File: src/rtl/mips_pkg.sv
// Shared MIPS decode constants and the MDU sequencer state type.
package mips_pkg;

  localparam logic [5:0] OP_RTYPE = 6'h00;
  localparam logic [5:0] OP_J     = 6'h02;
  localparam logic [5:0] OP_JAL   = 6'h03;
  localparam logic [5:0] OP_BEQ   = 6'h04;
  localparam logic [5:0] OP_BNE   = 6'h05;
  localparam logic [2:0] OP_STORE = 3'b101;

  localparam logic [5:0] FN_SLL   = 6'h00;
  localparam logic [5:0] FN_SRL   = 6'h02;
  localparam logic [5:0] FN_SRA   = 6'h03;
  localparam logic [5:0] FN_MFHI  = 6'h10;
  localparam logic [5:0] FN_MTHI  = 6'h11;
  localparam logic [5:0] FN_MFLO  = 6'h12;
  localparam logic [5:0] FN_MTLO  = 6'h13;
  localparam logic [5:0] FN_MULT  = 6'h18;
  localparam logic [5:0] FN_MULTU = 6'h19;
  localparam logic [5:0] FN_DIV   = 6'h1A;
  localparam logic [5:0] FN_DIVU  = 6'h1B;

  typedef enum logic {
    IDLE = 1'b0,
    RUN  = 1'b1
  } mdu_state_e;

endpackage

File: src/rtl/pipeline_stall_controller_if.sv
// ID/EX hazard inputs and stall/flush/MDU control outputs.
interface pipeline_stall_controller_if;
  logic [5:0] id_opcode;
  logic [5:0] id_func;
  logic [4:0] id_rs;
  logic [4:0] id_rt;
  logic       ex_mem_read;
  logic [4:0] ex_write_reg;
  logic       ex_branch_taken;
  logic       pc_stall;
  logic       ifid_stall;
  logic       idex_bubble;
  logic       ifid_flush;
  logic       mdu_start;
  logic       mdu_is_div;
  logic       mdu_busy;
  logic       mdu_done;

  modport master (
    output id_opcode, id_func, id_rs, id_rt,
    output ex_mem_read, ex_write_reg, ex_branch_taken,
    input  pc_stall, ifid_stall, idex_bubble, ifid_flush,
    input  mdu_start, mdu_is_div, mdu_busy, mdu_done
  );

  modport slave (
    input  id_opcode, id_func, id_rs, id_rt,
    input  ex_mem_read, ex_write_reg, ex_branch_taken,
    output pc_stall, ifid_stall, idex_bubble, ifid_flush,
    output mdu_start, mdu_is_div, mdu_busy, mdu_done
  );
endinterface

File: src/rtl/mdu_sequencer.sv
// MDU launch/countdown FSM: busy for N cycles after start, then a done pulse.
module mdu_sequencer
  import mips_pkg::*;
#(
  parameter int MULT_CYCLES = 4,
  parameter int DIV_CYCLES  = 32,
  parameter int CNT_W       = 6
) (
  input  logic clk,
  input  logic rst,
  input  logic issue,
  input  logic is_div,
  output logic start,
  output logic start_is_div,
  output logic busy,
  output logic done
);

  mdu_state_e       state_q, state_d;
  logic [CNT_W-1:0] cnt_q, cnt_d;
  logic             done_q, done_d;

  always_ff @(posedge clk or posedge rst) begin
    if (rst) begin
      state_q <= IDLE;
      cnt_q   <= '0;
      done_q  <= 1'b0;
    end else begin
      state_q <= state_d;
      cnt_q   <= cnt_d;
      done_q  <= done_d;
    end
  end

  always_comb begin
    state_d      = state_q;
    cnt_d        = cnt_q;
    done_d       = 1'b0;
    start        = 1'b0;
    start_is_div = 1'b0;
    unique case (state_q)
      IDLE: begin
        if (issue) begin
          start        = 1'b1;
          start_is_div = is_div;
          state_d      = RUN;
          cnt_d        = is_div ? CNT_W'(DIV_CYCLES - 1)
                                : CNT_W'(MULT_CYCLES - 1);
        end
      end
      RUN: begin
        if (cnt_q == '0) begin
          state_d = IDLE;
          done_d  = 1'b1;
        end else begin
          cnt_d = cnt_q - 1'b1;
        end
      end
      default: state_d = IDLE;
    endcase
  end

  assign busy = (state_q == RUN);
  assign done = done_q;

endmodule

File: src/rtl/pipeline_stall_controller.sv
// Load-use interlock, HI/LO hold, MDU issue and branch flush for the pipeline.
module pipeline_stall_controller
  import mips_pkg::*;
#(
  parameter int MULT_CYCLES = 4,
  parameter int DIV_CYCLES  = 32,
  parameter int CNT_W       = 6
) (
  input logic clk,
  input logic rst,
  pipeline_stall_controller_if.slave bus
);

  logic is_rtype, is_shift, is_jump;
  logic uses_rs, uses_rt;
  logic is_mdu_op, is_div, is_hilo_use;
  logic load_use, mdu_hold, stall, issue;
  logic busy;

  assign is_rtype = (bus.id_opcode == OP_RTYPE);
  assign is_jump  = (bus.id_opcode == OP_J) ||
                    (bus.id_opcode == OP_JAL);
  assign is_shift = is_rtype &&
                    ((bus.id_func == FN_SLL) ||
                     (bus.id_func == FN_SRL) ||
                     (bus.id_func == FN_SRA));

  assign uses_rs = !is_jump && !is_shift;
  assign uses_rt = is_rtype ||
                   (bus.id_opcode == OP_BEQ) ||
                   (bus.id_opcode == OP_BNE) ||
                   (bus.id_opcode[5:3] == OP_STORE);

  assign is_mdu_op = is_rtype &&
                     (bus.id_func >= FN_MULT) &&
                     (bus.id_func <= FN_DIVU);
  assign is_div      = bus.id_func[1];
  assign is_hilo_use = is_rtype &&
                       (bus.id_func >= FN_MFHI) &&
                       (bus.id_func <= FN_MTLO);

  assign load_use =
    bus.ex_mem_read && (bus.ex_write_reg != 5'd0) &&
    ((uses_rs && bus.id_rs == bus.ex_write_reg) ||
     (uses_rt && bus.id_rt == bus.ex_write_reg));

  assign mdu_hold = busy && (is_mdu_op || is_hilo_use);

  // Wrong-path ID instruction: a taken branch beats every stall.
  assign stall = !rst && (load_use || mdu_hold) &&
                 !bus.ex_branch_taken;
  assign issue = !rst && is_mdu_op && !load_use &&
                 !bus.ex_branch_taken;

  assign bus.pc_stall    = stall;
  assign bus.ifid_stall  = stall;
  assign bus.idex_bubble = stall || (!rst && bus.ex_branch_taken);
  assign bus.ifid_flush  = !rst && bus.ex_branch_taken;
  assign bus.mdu_busy    = busy;

  mdu_sequencer #(
    .MULT_CYCLES (MULT_CYCLES),
    .DIV_CYCLES  (DIV_CYCLES),
    .CNT_W       (CNT_W)
  ) u_seq (
    .clk          (clk),
    .rst          (rst),
    .issue        (issue),
    .is_div       (is_div),
    .start        (bus.mdu_start),
    .start_is_div (bus.mdu_is_div),
    .busy         (busy),
    .done         (bus.mdu_done)
  );

endmodule
File: src/flat_wrapper.sv
// flat-port wrapper written by rule: the top's interface ports become plain ports
module pipeline_stall_controller_flat import mips_pkg::*;
#(
  parameter int MULT_CYCLES = 4,
  parameter int DIV_CYCLES  = 32,
  parameter int CNT_W       = 6
)
  (clk, rst, bus_id_opcode, bus_id_func, bus_id_rs, bus_id_rt, bus_ex_mem_read, bus_ex_write_reg, bus_ex_branch_taken, bus_pc_stall, bus_ifid_stall, bus_idex_bubble, bus_ifid_flush, bus_mdu_start, bus_mdu_is_div, bus_mdu_busy, bus_mdu_done);
  pipeline_stall_controller_if bus_i ();
  input logic clk;
  input logic rst;
  input wire logic [$bits(bus_i.id_opcode)-1:0] bus_id_opcode;
  input wire logic [$bits(bus_i.id_func)-1:0] bus_id_func;
  input wire logic [$bits(bus_i.id_rs)-1:0] bus_id_rs;
  input wire logic [$bits(bus_i.id_rt)-1:0] bus_id_rt;
  input wire logic [$bits(bus_i.ex_mem_read)-1:0] bus_ex_mem_read;
  input wire logic [$bits(bus_i.ex_write_reg)-1:0] bus_ex_write_reg;
  input wire logic [$bits(bus_i.ex_branch_taken)-1:0] bus_ex_branch_taken;
  output wire logic [$bits(bus_i.pc_stall)-1:0] bus_pc_stall;
  output wire logic [$bits(bus_i.ifid_stall)-1:0] bus_ifid_stall;
  output wire logic [$bits(bus_i.idex_bubble)-1:0] bus_idex_bubble;
  output wire logic [$bits(bus_i.ifid_flush)-1:0] bus_ifid_flush;
  output wire logic [$bits(bus_i.mdu_start)-1:0] bus_mdu_start;
  output wire logic [$bits(bus_i.mdu_is_div)-1:0] bus_mdu_is_div;
  output wire logic [$bits(bus_i.mdu_busy)-1:0] bus_mdu_busy;
  output wire logic [$bits(bus_i.mdu_done)-1:0] bus_mdu_done;
  assign bus_i.id_opcode = bus_id_opcode;
  assign bus_i.id_func = bus_id_func;
  assign bus_i.id_rs = bus_id_rs;
  assign bus_i.id_rt = bus_id_rt;
  assign bus_i.ex_mem_read = bus_ex_mem_read;
  assign bus_i.ex_write_reg = bus_ex_write_reg;
  assign bus_i.ex_branch_taken = bus_ex_branch_taken;
  assign bus_pc_stall = bus_i.pc_stall;
  assign bus_ifid_stall = bus_i.ifid_stall;
  assign bus_idex_bubble = bus_i.idex_bubble;
  assign bus_ifid_flush = bus_i.ifid_flush;
  assign bus_mdu_start = bus_i.mdu_start;
  assign bus_mdu_is_div = bus_i.mdu_is_div;
  assign bus_mdu_busy = bus_i.mdu_busy;
  assign bus_mdu_done = bus_i.mdu_done;
  pipeline_stall_controller #(.MULT_CYCLES(MULT_CYCLES), .DIV_CYCLES(DIV_CYCLES), .CNT_W(CNT_W)) u_core (.clk(clk), .rst(rst), .bus(bus_i));
endmodule
File: config.mk
export PLATFORM = sky130hd
export DESIGN_NAME = pipeline_stall_controller_flat
export DESIGN_NICKNAME = d
export VERILOG_FILES = /design/src/rtl/mips_pkg.sv /design/src/rtl/pipeline_stall_controller_if.sv /design/src/rtl/mdu_sequencer.sv /design/src/rtl/pipeline_stall_controller.sv /design/src/flat_wrapper.sv
export SDC_FILE = /design/constraint.sdc
export NUM_CORES = 1
export LEC_CHECK = 0
export ABC_AREA = 1
export CORE_MARGIN = 2
export CORE_UTILIZATION = 40
export CTS_BUF_LIST = sky130_fd_sc_hd__clkbuf_16
export DETAILED_ROUTE_END_ITERATION = 8
export DONT_BUFFER_PORTS = 1
export GPL_TIMING_DRIVEN = 0
export HOLD_SLACK_MARGIN = 0.12
export RECOVER_POWER = 100
export SLEW_MARGIN = 30
export SYNTH_ARGS = -nofsm -noshare
export SYNTH_HDL_FRONTEND = slang
export SYNTH_HIERARCHICAL = 1
export SYNTH_SLANG_ARGS = --single-unit
File: constraint.sdc
create_clock -name clk -period 1.4 [get_ports clk]
set_input_delay 0.35 -clock clk [delete_from_list [all_inputs] [get_ports clk]]
set_output_delay 0.35 -clock clk [all_outputs]
set_load 0.02 [all_outputs]
==> results <==
- The worst setup path startpoint is bus_id_opcode[4].
- The worst hold path belongs to the class in -> async.
- In the global route stage, overall resource usage came out at 0.164.
- The routed design has 1.95 mm of wire.
- The final worst clock skew is 0.000993 ns.
- Synthesis inferred 8 register bits.
- The part of the power in combinational logic is 0.212.
- The proportion of synthesized chip area in sequential cells is 0.245.
- The cell sitting at the root of the clock tree is a sky130_fd_sc_hd__clkbuf_16.
- The number of core rows is 16.
- The area added between synthesis and finish is 32.5%.
- The share of total power dissipated in the clock network is 0.484.
- After technology mapping, the gate count stands at 130.
- The first detailed-routing pass ran for 4 iterations.
- Setup slack on the worst reg-to-reg path comes out at -0.12 ns.
- The total nets after synthesis is 163.
- Summed over all cells, the static leakage comes to 0.536 nW.
- Dividing the detail-routed wire length by the instance count gives 11.9 µm.
- Of the total power, the share spent switching nets is 0.267.
- The number of cells in the finished layout apart from fillers is 164.
- The number of slew-limit violations in the final report is 0.
- In this run the cell area of the synthesized design comes to 817 µm².
- The maximum level of the CTS H-tree is 1.
- The critical path is of the in -> out type.
- The detail route stage leaves a number of antenna-violating nets equal to 0.
- The timing-limited maximum frequency is 0.585 GHz.
- The area share of the largest cell type after synthesis is 0.245.
- Setup violations remaining at the end of the flow were counted as 12.
- The height of the die is 49.2 µm.
- The largest area contributor in the synthesized netlist is sky130_fd_sc_hd__dfrtp_1.
- The final weighted congestion in routability-driven placement is 0.739.
- STA puts the critical path data required time at 1.05 ns.
- In this run the critical register-to-register path is launched from u_core/u_seq/cnt_q[0].
- STA classifies the critical path endpoint as an output port.
- The tool flagged a number of max-cap violations equal to 0.
- Each instance of the synthesized netlist takes up on average 6.28 µm².
- Clock latency on the worst-skew pair, taken at its later pin, is 0.23 ns.
- Timing analysis after detailed placement gives a worst setup slack of -0.325 ns.
- The CTS tree is built.
- Setup repair after global routing could not meet its margin everywhere.
- Clock-pin slew was measured on the worst setup and hold paths at 0.04 ns.
- After the first detailed-routing iteration, the DRC count stood at 18.
- Port buffering added 0 buffers.
- Entering global routing, the biggest net connects 11 pins.
- The number of hold violations in the final report came to 0.
- For this design the ratio of total power to cell area is 905 nW/µm².
- 39 I/O pins were placed.
- The cell with the largest stage delay on the worst path is sky130_fd_sc_hd__nor3_4.
- The die is 49.2 µm wide.
- The maximum root-to-sink buffer count is 2.
- For this run the aggregate overflow at the end of global routing stands at 0.
- The worst-case IR drop observed on VDD is 1.05 mV.
- For this run, the number of Yosys warnings is 6.
- The clock drives 8 sinks.
- The sequential cell fraction of total power is 0.304.
- The critical path goes through nor2_4, nand2_2, nor2_1, nand3_1, nand3_1, nand2_1, nand2_2, and3_4, inv_4, nor3_4.
- Measured against its own limit, the worst slew margin works out to 0.721.
- Detailed routing inserted a total of 812 vias.
- The run finished, with violations left.
- The net count of the finished layout is 172.
- Dividing the final minimum period by the clock period gives 1.22.
- The number of buffers added by the clock tree synthesis step is 3.
- The total net switching power is 0.000261 W.
- Once placement completed, the tool counted placed cells totaling 157.
- The region available for standard cell placement spans 1940 µm².
- The checks that failed: setup timing.
- The initial antenna violation count is 0.
- The startpoint class of the critical path is an input pin.
- After synthesis, the cell types taking the most area are sky130_fd_sc_hd__dfrtp_1, sky130_fd_sc_hd__nand2_1, sky130_fd_sc_hd__nor2_1, sky130_fd_sc_hd__inv_1, sky130_fd_sc_hd__nand3_1.
- The first-pass GRT wire length is 3.13 mm.
- The via count of the first global-routing pass is 777.
- The final setup slack of the worst path is -0.308 ns.
- The initial core utilization is 0.421.
- Counting I/O delays and the setup requirement, the final critical path takes 1.71 ns.
- The full die area is 2420 µm².
- At the pin with the least slew margin, the transition time is 0.417 ns.
- The synthesized netlist contains 24 unique library cells.
- In the final layout, the share of cells above drive strength 1 is 0.255.
- The delay of the slowest cell on the worst path is 0.23 ns.
- In this run the worst path has a maximum fanout of 3.
- The estimated wirelength of the detail-placed design is 1.42 mm.
- The count of inserted antenna diode cells is 0.
- Dividing the detail-routed via count by the number of cells gives 4.95.
- Data on the critical path arrives at its endpoint at 1.36 ns.
- Cell internal power was estimated by the tool at 0.000719 W.
- The count of unresolved DRC violations after routing is 0.
layout by cell type (no fill, tap or decap), drive strengths merged:
cell,synthesis,final
dfrtp,8,8
nand3,13,13
nor3b,1,1
ha,2,2
nand2,27,27
dlygate4sd3,0,1
clkbuf,0,3
nand4,2,2
and3,2,2
nor3,2,2
a21oi,5,5
o21ai,5,5
nor2,27,27
inv,24,25
buf,2,4
xnor2,5,5
xor2,4,4
nand3b,1,1
timing repair:
| action | 4_1_cts | 5_1_grt |
|---|---|---|
| cloned | 0 | 1 |
| hold buffers | 1 | 0 |
| endpoints found under the setup margin | 7 | 12 |
| setup buffers | 1 | 1 |
| resized for setup | 4 | 20 |
| pin swaps | 1 | 4 |
| hold endpoints to repair | 8 | 0 |
sequential cells by signal, indices dropped and copies added, names as in the netlist:
signal	cells
u_core/u_seq/busy	1
u_core/u_seq/cnt_q	6
u_core/u_seq/done	1
power by group through the flow:
stage | sequential (W) | combinational (W) | clock (W)
floorplan | 0.000289 | 0.000163 | 0
global placement | 0.000296 | 0.000182 | 0
detailed placement | 0.000298 | 0.000187 | 0
CTS | 0.000295 | 0.000193 | 0.000485
global route | 0.000305 | 0.000236 | 0.000498
finish | 0.000298 | 0.000207 | 0.000474
critical path: cells and delay by family:
kind / cells / cell delay, ns
buffers and inverters: 1 / 0.05
and+or+nand+nor: 9 / 0.95
cell usage after synthesis:
cell type,number
sky130_fd_sc_hd__nand3b_1,1
sky130_fd_sc_hd__dfrtp_1,8
sky130_fd_sc_hd__nor2_1,24
sky130_fd_sc_hd__nand4_1,2
sky130_fd_sc_hd__xnor2_1,5
sky130_fd_sc_hd__nor2_2,3
sky130_fd_sc_hd__nand3_1,12
sky130_fd_sc_hd__ha_1,2
sky130_fd_sc_hd__buf_6,1
sky130_fd_sc_hd__o21ai_1,2
sky130_fd_sc_hd__nor3b_2,1
sky130_fd_sc_hd__and3_1,2
sky130_fd_sc_hd__nor3_1,2
sky130_fd_sc_hd__a21oi_1,5
sky130_fd_sc_hd__inv_4,1
sky130_fd_sc_hd__nand2_2,2
sky130_fd_sc_hd__xor2_1,4
sky130_fd_sc_hd__o21ai_2,1
sky130_fd_sc_hd__o21ai_0,2
sky130_fd_sc_hd__inv_1,23
sky130_fd_sc_hd__buf_4,1
sky130_fd_sc_hd__nand3_2,1
sky130_fd_sc_hd__nand2_4,1
sky130_fd_sc_hd__nand2_1,24
cell type report:
type | instances | area, µm²
clock buffer | 3 | 75.1
tap | 27 | 33.8
multi-input combinational | 96 | 614
inverter | 24 | 103
fill | 190 | 860
buffer | 2 | 22.5
timing repair inverter | 1 | 8.76
sequential | 8 | 200
timing repair buffer | 3 | 25.0
stage by stage:
stage | hold slack (ns) | TNS (ns) | cell area (µm²) | power (W) | util
2_1_floorplan | 0.166 | -0.971 | 857 | 0.000452 | -
3_3_place_gp | 0.216 | -2.49 | 891 | 0.000477 | 0.459
3_5_place_dp | 0.213 | -2.55 | 891 | 0.000485 | 0.459
4_1_cts | 0.527 | -1.64 | 998 | 0.000973 | 0.514
5_1_grt | 0.567 | -2.77 | 1080 | 0.00104 | 0.557
6_report | 0.517 | -1.69 | 1080 | 0.000980 | 0.557
cell families (layout without fill, tap and decap cells):
group / Yosys count / in the layout / synth area share
XOR/XNOR: 9 / 9 / 0.0965
AO/OA/AOI/OAI: 10 / 10 / 0.0658
adder cells (fa/ha/maj): 2 / 2 / 0.0306
buffers and inverters: 26 / 33 / 0.136
flip-flops: 8 / 8 / 0.245
AND/OR/NAND/NOR: 75 / 75 / 0.426
layer usage:
layer | global-route usage | vias to the layer above | wire, µm
met4 | 0 | 0 | 0
met5 | 0 | - | 0
met3 | 0.0798 | 0 | 158
li1 | - | 418 | -
met2 | 0.291 | 26 | 979
met1 | 0.187 | 368 | 811
final timing paths:
check | depth (start not counted) | to
max reg2reg | 9 | u_core/u_seq/cnt_q[4]
min reg2reg | 2 | u_core/u_seq/cnt_q[5]
max in group asynchronous | 2 | u_core/u_seq/cnt_q[1]
min | 2 | u_core/u_seq/busy
max | 10 | bus_mdu_is_div
min in group clk | 2 | u_core/u_seq/cnt_q[5]
Note: power is estimated with default switching activity, not from simulation.
